[config.mk]
export PLATFORM = sky130hd
export DESIGN_NAME = native_bus_initiator
export DESIGN_NICKNAME = d
export VERILOG_FILES = /design/src/rtl/native_bus_initiator.sv
export SDC_FILE = /design/constraint.sdc
export NUM_CORES = 1
export LEC_CHECK = 0
export ABC_AREA = 1
export CORE_MARGIN = 5
export CORE_UTILIZATION = 49
export CTS_BUF_LIST = sky130_fd_sc_hd__clkbuf_2
export DETAILED_ROUTE_END_ITERATION = 10
export GPL_ROUTABILITY_DRIVEN = 0
export PLACE_DENSITY = 0.82
export REMOVE_ABC_BUFFERS = 1
export SETUP_SLACK_MARGIN = 0.15
export SLEW_MARGIN = 25
export SYNTH_ARGS = -nofsm -noshare
export SYNTH_HDL_FRONTEND = slang
export SYNTH_SLANG_ARGS = --single-unit
[constraint.sdc]
create_clock -name clk -period 1.7 [get_ports clk]
set_input_delay 0.34 -clock clk [delete_from_list [all_inputs] [get_ports clk]]
set_output_delay 0.34 -clock clk [all_outputs]
set_load 0.005 [all_outputs]
[src/rtl/native_bus_initiator.sv]
// Clocked initiator for the native parallel bus (r_wn / addr / wdata / rdata).
// Takes one request at a time. An address inside either endpoint window is driven
// as a one-cycle setup phase followed by a fixed-length access phase. An address
// outside both windows is answered with an error and causes no bus activity.
`timescale 1ns / 1ps

module native_bus_initiator #(
  parameter int unsigned ADDR_WIDTH  = 5,
  parameter int unsigned DATA_WIDTH  = 4,
  parameter int unsigned BASE0       = 0,
  parameter int unsigned RANGE0      = 4,
  parameter int unsigned BASE1       = 16,
  parameter int unsigned RANGE1      = 8,
  parameter int unsigned WAIT_CYCLES = 2
) (
  input  logic                  clk,
  input  logic                  rst,
  // request port
  input  logic                  req_valid,
  output logic                  req_ready,
  input  logic                  req_r_wn,
  input  logic [ADDR_WIDTH-1:0] req_addr,
  input  logic [DATA_WIDTH-1:0] req_wdata,
  // response port
  output logic                  resp_valid,
  input  logic                  resp_ready,
  output logic [DATA_WIDTH-1:0] resp_rdata,
  output logic                  resp_err,
  output logic                  busy,
  // native bus
  output logic                  r_wn,
  output logic [ADDR_WIDTH-1:0] addr,
  output logic [DATA_WIDTH-1:0] wdata,
  input  logic [DATA_WIDTH-1:0] rdata
);

  typedef enum logic [1:0] {StIdle, StSetup, StAccess, StResp} state_e;

  // Window bounds carry one extra bit so that base + range cannot wrap.
  localparam logic [ADDR_WIDTH:0] Lo0 = (ADDR_WIDTH + 1)'(BASE0);
  localparam logic [ADDR_WIDTH:0] Hi0 = (ADDR_WIDTH + 1)'(BASE0 + RANGE0);
  localparam logic [ADDR_WIDTH:0] Lo1 = (ADDR_WIDTH + 1)'(BASE1);
  localparam logic [ADDR_WIDTH:0] Hi1 = (ADDR_WIDTH + 1)'(BASE1 + RANGE1);
  localparam logic [ADDR_WIDTH:0] One = (ADDR_WIDTH + 1)'(1);
  localparam logic [3:0]          LastCnt = 4'(WAIT_CYCLES - 1);

  state_e                state_q;
  logic                  rd_q;
  logic [3:0]            cnt_q;
  logic [ADDR_WIDTH:0]   addr_ext;
  logic [ADDR_WIDTH:0]   addr_inc;
  logic                  addr_ok;

  // Window decode; a >= base is written as a + 1 > base so a zero base is not a
  // constant-true comparison.
  always_comb begin
    addr_ext = {1'b0, req_addr};
    addr_inc = addr_ext + One;
    addr_ok  = ((addr_inc > Lo0) && (addr_ext < Hi0)) ||
               ((addr_inc > Lo1) && (addr_ext < Hi1));
  end

  assign req_ready = (state_q == StIdle);

  // Transaction sequencer with all bus and response outputs registered.
  always_ff @(posedge clk or posedge rst) begin
    if (rst) begin
      state_q    <= StIdle;
      rd_q       <= 1'b1;
      cnt_q      <= '0;
      resp_valid <= 1'b0;
      resp_rdata <= '0;
      resp_err   <= 1'b0;
      busy       <= 1'b0;
      r_wn       <= 1'b1;
      addr       <= '0;
      wdata      <= '0;
    end else begin
      unique case (state_q)
        StIdle: begin
          if (req_valid) begin
            busy <= 1'b1;
            rd_q <= req_r_wn;
            if (addr_ok) begin
              addr    <= req_addr;
              wdata   <= req_wdata;
              state_q <= StSetup;
            end else begin
              resp_valid <= 1'b1;
              resp_err   <= 1'b1;
              resp_rdata <= '0;
              state_q    <= StResp;
            end
          end
        end
        StSetup: begin
          // Direction flips only after address and data have had a full setup cycle.
          cnt_q   <= '0;
          r_wn    <= rd_q;
          state_q <= StAccess;
        end
        StAccess: begin
          if (cnt_q == LastCnt) begin
            r_wn       <= 1'b1;
            addr       <= '0;
            wdata      <= '0;
            resp_valid <= 1'b1;
            resp_err   <= 1'b0;
            resp_rdata <= rd_q ? rdata : '0;
            state_q    <= StResp;
          end else begin
            cnt_q <= cnt_q + 4'd1;
          end
        end
        StResp: begin
          if (resp_ready) begin
            resp_valid <= 1'b0;
            resp_err   <= 1'b0;
            resp_rdata <= '0;
            busy       <= 1'b0;
            state_q    <= StIdle;
          end
        end
        default: state_q <= StIdle;
      endcase
    end
  end

endmodule

Yosys cells after proc, flatten, opt, wreduce, memory -nomap -nowiden
Cells that the tools add are included.

Bits in writable memories: 0. Memories kept: 0. Bits in registers: 24. Output and inout port bits: 18. Bits of input ports: 18. ROM bits: 0. Logic and storage cells: 72. Bits in latches: 0.

Multipliers: 0. Div/mod/pow operators: 0. Reductions and logical operators: 15. Mux-type cells: 31. $add $sub $neg: 2. Eq/ne operators: 10. Order comparisons: 4. Shifts and indexed selects: 0. Bitwise logic cells: 0.

Operators by type and width (number): 4-bit 2-to-1 mux (9); 4-bit case mux with 2 select lines (2); 5-bit 2-to-1 mux (3); 4-bit case mux with 3 select lines (1); 2-bit inequality test (second input constant) (5); 5-bit case mux with 2 select lines (1); 2-bit 2-to-1 mux (4); 2-bit case mux with 4 select lines (1); 5-bit by 1-bit adder with 6-bit output (second input constant) (1); 6-bit by 1-bit greater-than comparator with 1-bit output (second input constant) (1); 6-bit by 5-bit greater-than comparator with 1-bit output (second input constant) (1); 1-bit 2-to-1 mux (6); 1-bit case mux with 3 select lines (2); 2-bit AND reduction (3); 3-bit AND reduction (2); 2-bit nonzero test (3); 5-bit by 3-bit less-than comparator with 1-bit output (second input constant) (1); 5-bit less-than comparator (second input constant) (1); 5-bit AND reduction (1); 4-bit by 1-bit adder with 4-bit output (second input constant) (1); 2-bit equality test (second input constant) (2); 4-bit by 1-bit equality test with 1-bit output (second input constant) (1); 1-bit case mux with 2 select lines (2); 4-bit AND reduction (1); other kinds (6) (7).

Longest topological paths before layout
Depth in word-level cells: 7. Depth in mapped cells: 9. Gate-level depth less buffers: 9.

Least setup slack after synthesis
No wires, ideal clock.

Path type: reg2reg. From: register state_q[0]. To: register state_q[0]. Library setup time: 0.123 ns. Setup slack: 0.236 ns. Path buffers: 0. Data required time: 1.577 ns. Stages on the path, launching flop included: 9. Arrival: 1.341 ns. Period minus slack after synthesis: 1.464 ns. Path through: dfrtp_1 inv_1 ha_1 nand2_1 nand2_1 a21oi_2 inv_1 nand2_1 o21ai_1.

Cells in the longest elaborated chain, start to end: 3. Elaborated cells between the ends (all ways): 9. Those cells by class: 6 x eq/ne; 1 x mux; 2 x reduce/logical.

RTL lines: start: declaration (line 47) `state_e state_q;`; start signal: assignment (line 68) `state_q <= StIdle;`; start signal: assignment (line 87) `state_q <= StSetup;`; start signal: assignment (line 92) `state_q <= StResp;`; 2-bit zero test *; net req_ready (line 20) `output logic req_ready,`; 2-bit inequality test (no line); 3-bit AND reduction (no line).

Mark *: on every way through the listed nets, which the timed path passes. The rest lies on a longest branch. A chain may end at the register's enable or synchronous reset.

Final worst setup path
From: register state_q[1]. To: register resp_rdata[2].

Cells in the longest elaborated chain, start to end: 3. Elaborated cells between the ends (all ways): 10. Those cells by class: 6 x eq/ne; 1 x mux; 3 x reduce/logical.

RTL lines: 2-bit equality test or 2-bit zero test (tied branches) (line 79) `unique case (state_q)`; 2-bit inequality test (no line) or 3-bit nonzero test (tied branches); 5-bit AND reduction (no line); end signal: assignment (line 109) `resp_rdata <= rd_q ? rdata : '0;`; end: declaration (line 27) `output logic [DATA_WIDTH-1:0] resp_rdata,`.

Parallel ways exist; a longest one is shown, timed or not.

==> reports/qor.txt <==
x dimension of the die: 60.6 um
remaining global-route overflow: 0
Lkg Pwr: 1.03 nW
synthesis-stage register bit count: 24
total wire length after detailed routing: 3890 um
Clock Sink Count: 24
most used flip-flop cell after synthesis: dfrtp_1
setup repair after global routing missed its margin: yes
Starting Density: 51.2%
area added between synthesis and finish: 54.7%
critical-path cell with the highest stage delay: dfrtp_1
result of the run: complete, no violations
Finish-stage setup viols: 0
post-route DRC violation count: 0
top area cells in the synthesized netlist: dfrtp_1, nand2_1, inv_1
gate count of the mapped netlist: 150
IO Count: 36
DRC marker count from the first detailed-route iteration: 71
Switch Pwr: 1.70 mW
cells along the critical path: inv_2 -> ha_4 -> buf_6 -> buf_4 -> nand3_4 -> nand4_1 -> nand2_1 -> nand2_1
number of synthesized flops with an enable pin: 0
net count of the finished layout: 235
max-slew violations: 0
relative contribution of the clock network to total power: 10.1%
CTS Buf Count: 3
worst relative slew slack: 79.5%
worst-skew pair later-pin latency: 0.37 ns
fin crit period: 1.62 ns
Final Hold Vio Count: 0
worst slew pin tran: 0.308 ns
Register Area: 603 sq um
list of most frequent post-synthesis cells: nand2_1, dfrtp_1, inv_1, nor2_1, o21ai_1
Chip Height: 60.6 um
Fin Clk Skew: 0.0163 ns
Most Frequent Cell on Critical Path: nand2_1
largest net degree at the start of global routing: 25
Seq/Total Area, Yosys: 48.0%
largest driver fanout on the critical path: 7
fraction of registers with async set/reset: 100%
cell type with the highest aggregate area in the netlist: dfrtp_1
die area: 3680 sq um
multi-input combinational cell area: 652 sq um
Critical Path Max Stage Delay: 0.44 ns
CP Launch Type: flip-flop
Root Driver: clkbuf_2
number of iterations in the first detailed-routing pass: 4
worst endpoint data arrival time: 1.91 ns
PD cells: 1980 nW/um^2
number of maximum-capacitance constraint violations: 0
class of the most critical hold timing path: input pin to asynchronous set/reset pin
antenna viol nets, final: 0
leading cell type by number of instances after synthesis: nand2_1
critical path capture point type: flip-flop
CTS H-tree lvls: 1
switching share of power: 44.1%
diodes inserted: 0
CTS tree: done
fmax: 617 MHz
peak supply drop: 1580 uV
crit path kind: flip-flop to flip-flop
post-synthesis cell area: 1260 sq um
cell internal pwr: 2.15 mW
Routed WL per cell: 16.2 um
total negative slack: 0 ns
DPL Wire Length: 2300 um
overall power consumption: 3.84 mW
maximum clock path buffer count: 2
number of input and output port buffers inserted: 35
fraction of layout instances using a drive strength above 1: 26.2%
Vias per Instance: 5.30
Placement Rows: 18
wire length of the first global-routing pass: 5220 um
mean post-synth cell area: 8.37 sq um
top-area cell type share of the netlist area: 43.8%
GRT Overall Usage: 18.9%
final clock period utilization by the worst path: 95.3%
combinational fraction of design power: 63.8%
Cell variety after synth: 25
yosys warns: 0
initial antenna violation count: 0
fraction of power consumed by sequential logic: 26.1%
clock slew at reported path FFs: 0.24 ns
data required time of the worst path: 1.99 ns
final-layout fill cell count: 143
total via count after detailed routing: 1272
via count of the first global-routing pass: 1142
total core area: 2450 sq um
==> layout by cell type, fill, tap and decap left out, types with 2 or more instances in the layout <==
cell and count:
o21ai_1 7, nor2_4 2, nor2_1 13, nand2_4 2, a21oi_4 2, inv_1 18
dlygate4sd2_1 16, a21oi_1 3, o21ai_2 3, inv_2 5, clkdlybuf4s50_1 17, clkbuf_2 4
ha_1 3, nand3_1 5, dfstp_2 2, nand4_1 7, dfrtp_1 22, ha_4 3
nand2_2 3, nand2_1 34, o21ai_0 5, buf_4 19, buf_6 2
==> path summary, 6_finish.rpt <==
path	cells past startpoint	slack (ns)	startpoint	to
worst min-delay path	3	0.26	rst	addr[3]$_DFFE_PP0P_
worst max register to register	8	0.08	state_q[1]$_DFFE_PP0P_	resp_rdata[2]$_DFFE_PP0P_
max in group asynchronous	3	1.13	rst	rd_q$_DFFE_PP1P_
min in group clk	3	0.48	req_addr[0]	addr[0]$_DFFE_PP0P_
worst max-delay path	8	0.08	state_q[1]$_DFFE_PP0P_	resp_rdata[2]$_DFFE_PP0P_
worst min register to register	2	0.51	r_wn$_DFFE_PP1P_	r_wn$_DFFE_PP1P_
==> final cells by class <==
class / count / share of cell area (%)
timing repair buffer: 57 / 26.3
clock buffer: 3 / 0.773
multi-input combinational: 101 / 33.5
sequential: 24 / 31.0
inverter: 24 / 4.89
clock inverter: 1 / 1.55
tap: 30 / 1.93
==> power by group through the flow <==
stage / Combinational [mW] / Clock [mW] / Sequential (mW)
6_report: 2.45 / 0.389 / 1.00
2_1_floorplan: 1.04 / 0 / 0.988
4_1_cts: 1.75 / 0.384 / 0.979
3_5_place_dp: 1.78 / 0 / 1.01
3_3_place_gp: 1.71 / 0 / 0.996
5_1_grt: 2.66 / 0.412 / 1.02
==> repair_timing <==
item / CTS / global route
setup endpoints to repair: 35 / 19
pin swaps: 1 / 11
hold buffers: 0 / 0
setup buffers: 3 / 14
gates resized for setup: 22 / 27
==> cells by family after synthesis <==
family / Yosys count / synth area share, %
AO/OA/AOI/OAI: 22 / 10.3
flip-flops: 24 / 48.0
buffers and inverters: 25 / 7.57
multiplexers: 1 / 0.896
AND/OR/NAND/NOR: 70 / 25.9
XOR/XNOR: 2 / 1.39
adder cells (fa/ha/maj): 6 / 5.98
==> registers in the layout (all words and copies together) (netlist names) <==
register	cells
busy	1
resp_err	1
rd_q	1
wdata	4
resp_valid	1
resp_rdata	4
r_wn	1
addr	5
cnt_q	4
state_q	2
==> worst max-delay path, delay by kind of cell (launching register included) <==
family	cells	cell delay [ns]
flip-flops	1	0.44
adder cells (fa/ha/maj)	1	0.17
AND/OR/NAND/NOR	4	0.59
buffers and inverters	3	0.35
==> metrics by stage <==
stage	std cells	utilization, %	cell area [sq um]	worst slack (ns)	hold WS [ns]
floorplan	149	-	1250	0.173	0.353
finish	240	79.2	1940	0.0794	0.263
detailed placement	219	68.3	1680	0.0484	0.467
global route	240	79.2	1940	0.0257	0.290
CTS	226	70.4	1730	0.0631	0.290
global placement	219	68.3	1680	0.0688	0.458
==> layer usage <==
metal / vias up / GRT usage, % / routed length (um)
li1: 602 / - / -
met3: 14 / 5.32 / 190
met5: - / 0 / 0
met2: 53 / 32.5 / 2010
met1: 603 / 23.4 / 1540
met4: 0 / 4.95 / 147
No activity file was read; power rests on OpenSTA's default activity.
